[src/rtl/router_pkg.sv]
// Shared constants for the 1x3 router: port count, header field layout and
// ingress FSM state encodings.
package router_pkg;
  localparam int NUM_PORTS = 3;
  localparam int ADDR_W    = 2;
  localparam int HDR_LEN_LSB = ADDR_W;

  localparam logic [ADDR_W-1:0] ADDR_INVALID = 2'b11;

  localparam logic [2:0] S_DECODE     = 3'd0;
  localparam logic [2:0] S_WAIT_EMPTY = 3'd1;
  localparam logic [2:0] S_LOAD_HDR   = 3'd2;
  localparam logic [2:0] S_LOAD_DATA  = 3'd3;
  localparam logic [2:0] S_CHECK      = 3'd4;
endpackage

[src/rtl/router_parity_acc.sv]
// Running XOR parity over header and payload bytes.
// Also compares the running value against the received parity byte.
module router_parity_acc #(
  parameter int DW = 8
) (
  input  logic          clock,
  input  logic          resetn,
  input  logic          clr_i,
  input  logic          load_i,
  input  logic          xor_en_i,
  input  logic [DW-1:0] load_val_i,
  input  logic [DW-1:0] xor_val_i,
  input  logic [DW-1:0] cmp_i,
  output logic          mismatch_o
);
  logic [DW-1:0] acc_q;

  always_ff @(posedge clock) begin
    if (!resetn || clr_i)  acc_q <= '0;
    else if (load_i)       acc_q <= load_val_i;
    else if (xor_en_i)     acc_q <= acc_q ^ xor_val_i;
  end

  assign mismatch_o = (acc_q != cmp_i);
endmodule

[src/rtl/router_ingress.sv]
// Router input stage: decodes the header, steers bytes to one of three FIFOs,
// back-pressures the source and checks parity/length at end of packet.
module router_ingress
  import router_pkg::*;
#(
  parameter int DW    = 8,
  parameter int LEN_W = DW - 2
) (
  input  logic          clock,
  input  logic          resetn,
  input  logic          pkt_valid,
  input  logic [DW-1:0] data_in,
  input  logic [2:0]    fifo_full,
  input  logic [2:0]    fifo_empty,
  input  logic [2:0]    soft_reset,
  output logic          busy,
  output logic [2:0]    write_enb,
  output logic [DW-1:0] dout,
  output logic          lfd_state,
  output logic          err,
  output logic          parity_done
);
  logic [2:0]        state_q, state_d;
  logic [DW-1:0]     hold_q;
  logic [ADDR_W-1:0] addr_q;
  logic [LEN_W-1:0]  cnt_q;
  logic [DW-1:0]     rx_par_q;
  logic              len_err_q;
  logic              err_q;

  // Padded to 4 entries so any 2-bit address indexes in range.
  logic [3:0] empty4, full4, srst4;
  assign empty4 = {1'b0, fifo_empty};
  assign full4  = {1'b0, fifo_full};
  assign srst4  = {1'b0, soft_reset};

  logic [ADDR_W-1:0] hdr_addr;
  logic              hdr_ok, abort, take_pl, take_par, par_mismatch;
  logic [2:0]        sel;

  assign hdr_addr = data_in[ADDR_W-1:0];
  assign hdr_ok   = pkt_valid && (hdr_addr != ADDR_INVALID);
  assign abort    = (state_q != S_DECODE) && srst4[addr_q];
  assign sel      = 3'b001 << addr_q;
  assign take_pl  = (state_q == S_LOAD_DATA) && !full4[addr_q] && pkt_valid && !abort;
  assign take_par = (state_q == S_LOAD_DATA) && !full4[addr_q] && !pkt_valid && !abort;

  always_comb begin
    state_d     = state_q;
    busy        = 1'b0;
    write_enb   = '0;
    parity_done = 1'b0;
    case (state_q)
      S_DECODE: begin
        if (hdr_ok) state_d = empty4[hdr_addr] ? S_LOAD_HDR : S_WAIT_EMPTY;
      end
      S_WAIT_EMPTY: begin
        busy = 1'b1;
        if (empty4[addr_q]) state_d = S_LOAD_HDR;
      end
      S_LOAD_HDR: begin
        busy      = 1'b1;
        write_enb = sel;
        state_d   = S_LOAD_DATA;
      end
      S_LOAD_DATA: begin
        if (full4[addr_q]) begin
          busy = 1'b1;
        end else begin
          write_enb = sel;
          if (!pkt_valid) state_d = S_CHECK;
        end
      end
      S_CHECK: begin
        busy        = 1'b1;
        parity_done = 1'b1;
        state_d     = S_DECODE;
      end
      default: state_d = S_DECODE;
    endcase
    // A flush of the addressed FIFO abandons the packet mid-flight.
    if (abort) begin
      state_d     = S_DECODE;
      write_enb   = '0;
      parity_done = 1'b0;
    end
  end

  assign lfd_state = (state_d == S_LOAD_HDR);
  assign dout      = (state_q == S_LOAD_HDR) ? hold_q : data_in;
  assign err       = err_q;

  always_ff @(posedge clock) begin
    if (!resetn) begin
      state_q   <= S_DECODE;
      hold_q    <= '0;
      addr_q    <= '0;
      cnt_q     <= '0;
      rx_par_q  <= '0;
      len_err_q <= 1'b0;
      err_q     <= 1'b0;
    end else begin
      state_q <= state_d;
      if (state_q == S_DECODE && hdr_ok) begin
        hold_q    <= data_in;
        addr_q    <= hdr_addr;
        cnt_q     <= data_in[DW-1:HDR_LEN_LSB];
        len_err_q <= 1'b0;
        err_q     <= 1'b0;
      end
      // Count saturates at zero; extra payload bytes flag a length error.
      if (take_pl) begin
        if (cnt_q == '0) len_err_q <= 1'b1;
        else             cnt_q     <= cnt_q - 1'b1;
      end
      if (take_par) rx_par_q <= data_in;
      if (state_q == S_CHECK && !abort)
        err_q <= par_mismatch | len_err_q | (cnt_q != '0);
    end
  end

  router_parity_acc #(.DW(DW)) u_par (
    .clock      (clock),
    .resetn     (resetn),
    .clr_i      (abort),
    .load_i     (state_q == S_DECODE && hdr_ok),
    .xor_en_i   (take_pl),
    .load_val_i (data_in),
    .xor_val_i  (data_in),
    .cmp_i      (rx_par_q),
    .mismatch_o (par_mismatch)
  );
endmodule
[config.mk]
export PLATFORM = sky130hd
export DESIGN_NAME = router_ingress
export DESIGN_NICKNAME = d
export VERILOG_FILES = /design/src/rtl/router_pkg.sv /design/src/rtl/router_parity_acc.sv /design/src/rtl/router_ingress.sv
export SDC_FILE = /design/constraint.sdc
export NUM_CORES = 1
export LEC_CHECK = 0
export CAP_MARGIN = 20
export CORE_MARGIN = 2
export CORE_UTILIZATION = 56
export DETAILED_ROUTE_END_ITERATION = 6
export PLACE_DENSITY_LB_ADDON = 0.08
export SLEW_MARGIN = 20
export SYNTH_ARGS = -nofsm -noshare
export SYNTH_HDL_FRONTEND = slang
export SYNTH_HIERARCHICAL = 1
export SYNTH_SLANG_ARGS = --single-unit
[constraint.sdc]
create_clock -name clock -period 4.89 [get_ports clock]
set_clock_uncertainty 0.2 [all_clocks]
set_input_delay 0.7335 -clock clock [delete_from_list [all_inputs] [get_ports clock]]
set_output_delay 0.7335 -clock clock [all_outputs]
set_load 0.005 [all_outputs]
==> results_dict.tcl <==
set metrics [dict create \
    nets 288 \
    rrSetupSlack_ns 2.35 \
    drt_iter0_markers 96 \
    timing.rr.end "cnt_q[5]" \
    cp_max_fo 9 \
    cts-root-buf "clkbuf_4" \
    synth_nets 259 \
    grt_pass1_vias 1662 \
    crit_top_cell "clkdlybuf4s50_1" \
    initial_core_util 0.5903 \
    timing.fmax_mhz 273.1 \
    cp.arrival_ns 2.73 \
    grt_usage 0.2343 \
    hold_buffers 0 \
    syn_area_sq_um 2001 \
    holdCritPathClass "flop to flop" \
    rsz0062_at_grt "false" \
    yosysWarnings 6 \
    placed_area_sq_um 2331 \
    hold_viol 0 \
    syn_to_final_growth_pct 20.58 \
    maxCapViolations 0 \
    drcViolationCount 0 \
    worstPathRequired_ns 3.96 \
    crit_chain "clkdlybuf4s50_1 -> mux2_2 -> o22ai_1 -> a21oi_1 -> a31oi_1 -> nor4_1 -> clkdlybuf4s50_1" \
    firstDrtPassIters 4 \
    cp_slowest_cell "clkdlybuf4s50_1" \
    slew_headroom 0.4697 \
    yosysSeqAreaShare 0.3502 \
    grt_overflow 0 \
    cts_sinks 35 \
    critPathMaxStageDelay_ns 0.64 \
    worstMarginPinSlew_ns 0.7925 \
    fp.dieH_um 63.77 \
    tns_ns 0 \
    hpwl_um 3039 \
    drt-total-wl_um 4421 \
    path_clk_slew_ns 0.11 \
    ys_ff_latch 35 \
    wl_met3_um 224 \
    final-max-slew-violation-count 0 \
    period_minus_slack_ns 3.661 \
    antennaDiodeCount 0 \
    synth_edf_count 0 \
    critical_path_class "input port to output pin" \
    drive_above_1_share 0.1236 \
    vias 1805 \
    ys.flop_type "dfxtp_1" \
    startpoint_type "input port" \
    avgSynthCellArea_sq_um 8.442 \
    cts_buffers 5 \
    numPortBuffers 34 \
    fillers 272 \
    multi_input_area_sq_um 1184 \
    p_leak_nw 0.9310 \
    status "complete, no violations" \
    io_pins 35 \
    holdPathStages 2 \
    yosysUniqueCellTypes 46 \
    clk_path_buf_depth 2 \
    core_area_sq_um 3390 \
    hold_path.startpoint "hold_q[3]" \
    m1WireLength_um 2097 \
    clock_latency_ns 0.34 \
    core.rowCount 21 \
    fp.dieW_um 63.77 \
    wl_met2_um 2044 \
    synth_cells 237 \
    cts.htree.levels 2 \
    setup_viol 0 \
    cts_tree "done" \
    gp_congestion 0.8911 \
    grt_pass1_wl_um 7486 \
    post_drt_wl_per_cell_um 14.12 \
    post_cts_buffers 0 \
    period_share 0.7487 \
    async_flop_share 0 \
    antenna_found_initial 0 \
    cp-end-kind "output pin" \
    min_to "hold_q[3]" \
    die_area_sq_um 4067 \
    cts_resized 0 \
    power.density_nw_per_um2 335.0 \
    highest_layer "met4" \
    rr_worst_depth 5 \
    finalPower_uw 808.1 \
    regArea_sq_um 700.7 \
    antenna_left 0 \
    r2r-start "hold_q[1]" \
    finalInstanceArea_sq_um 2412 \
    vdd_drop_max_v 0.0002286 \
    vias_per_cell 5.767 \
    grt_max_degree 27 \
]
## sequential cells by signal, summed over array words and instances, names as in the netlist
name,cells
err,1
cnt_q,6
u_par/acc_q,8
len_err_q,1
rx_par_q,8
hold_q,8
state_q,3
## through the flow
step	cells	utilization	hold WS [ns]	setup slack (ns)
CTS	313	0.7117	0.2639	1.195
global placement	305	0.6877	0.2418	1.214
detailed placement	305	0.6877	0.2486	1.196
global route	313	0.7117	0.2847	1.078
finish	313	0.7117	0.2632	1.229
floorplan	237	-	0.2329	2.248
## per-layer routing
metal  vias up  track usage
met5         -            0
met4         0      0.07609
met3         7      0.06338
met2        51       0.3908
met1       842       0.2933
li1        905            -
## worst max path at each step
stage,startpoint,endpoint,slack (ns),cells past startpoint
5_1_grt,data_in[1],lfd_state,1.08,7
3_3_place_gp,data_in[1],lfd_state,1.21,7
3_5_place_dp,data_in[1],lfd_state,1.20,7
6_report,data_in[1],lfd_state,1.23,7
4_1_cts,data_in[1],lfd_state,1.20,7
2_1_floorplan,fifo_full[2],lfd_state,2.25,5
## area by class of cell
cell class,count,share of cell area
multi-input combinational,180,0.4907
sequential,35,0.2905
timing repair buffer,37,0.1504
tap,46,0.02386
clock inverter,3,0.01815
clock buffer,5,0.01556
inverter,7,0.01089
## kinds of logic (layout without fill, tap and decap cells)
kind of cell	Yosys count	after routing	synth area share
AOI/OAI and AO/OA	55	55	0.1826
muxes	21	21	0.1126
and+or+nand+nor	94	94	0.2458
adders and majority gates	2	2	0.01251
DFF	35	35	0.3502
xor gates and xnor gates	8	8	0.03502
buffers and inverters	22	52	0.06129
## worst max-delay path, delay by kind of cell
kind                   cells  cell delay, ns
multiplexers               1            0.23
AO/OA/AOI/OAI              3            0.29
buffers and inverters      2            1.18
AND/OR/NAND/NOR            1            0.29
## where the power goes
part           internal (mW)  switching (mW)
combinational          0.130           0.124
clock                  0.108           0.104
sequential             0.313          0.0298
total                  0.551           0.257
## placed cells by master, fill, tap and decap left out, types with 2 or more instances in the layout
cell / count
a21o_1: 2
a21o_2: 6
a21oi_1: 22
a31oi_1: 4
and3_1: 2
buf_4: 3
clkbuf_4: 5
clkdlybuf4s50_1: 34
dfxtp_1: 35
ha_1: 2
inv_1: 7
mux2_2: 9
mux2i_1: 11
nand2_1: 20
nand2b_1: 4
nand3_1: 9
nand3b_1: 4
nor2_1: 19
nor2b_1: 9
nor3_1: 11
nor4_1: 4
o211ai_1: 5
o21a_1: 3
o21ai_0: 4
or3_1: 4
xor2_1: 8
## cells in the mapped netlist (all sizes together) (5+ instances only)
cell / number / area [sq um]
nor3: 11 / 55.05
nand3: 10 / 55.05
buf: 9 / 70.07
nor2b: 9 / 56.30
xor2: 8 / 70.07
a21o: 8 / 67.56
a21oi: 22 / 110.1
mux2: 9 / 101.4
inv: 7 / 26.28
clkbuf: 6 / 26.28
o211ai: 5 / 37.54
dfxtp: 35 / 700.7
nand2: 20 / 75.07
nor2: 19 / 71.32
mux2i: 12 / 123.9
Power figures use the tool's default switching activity.
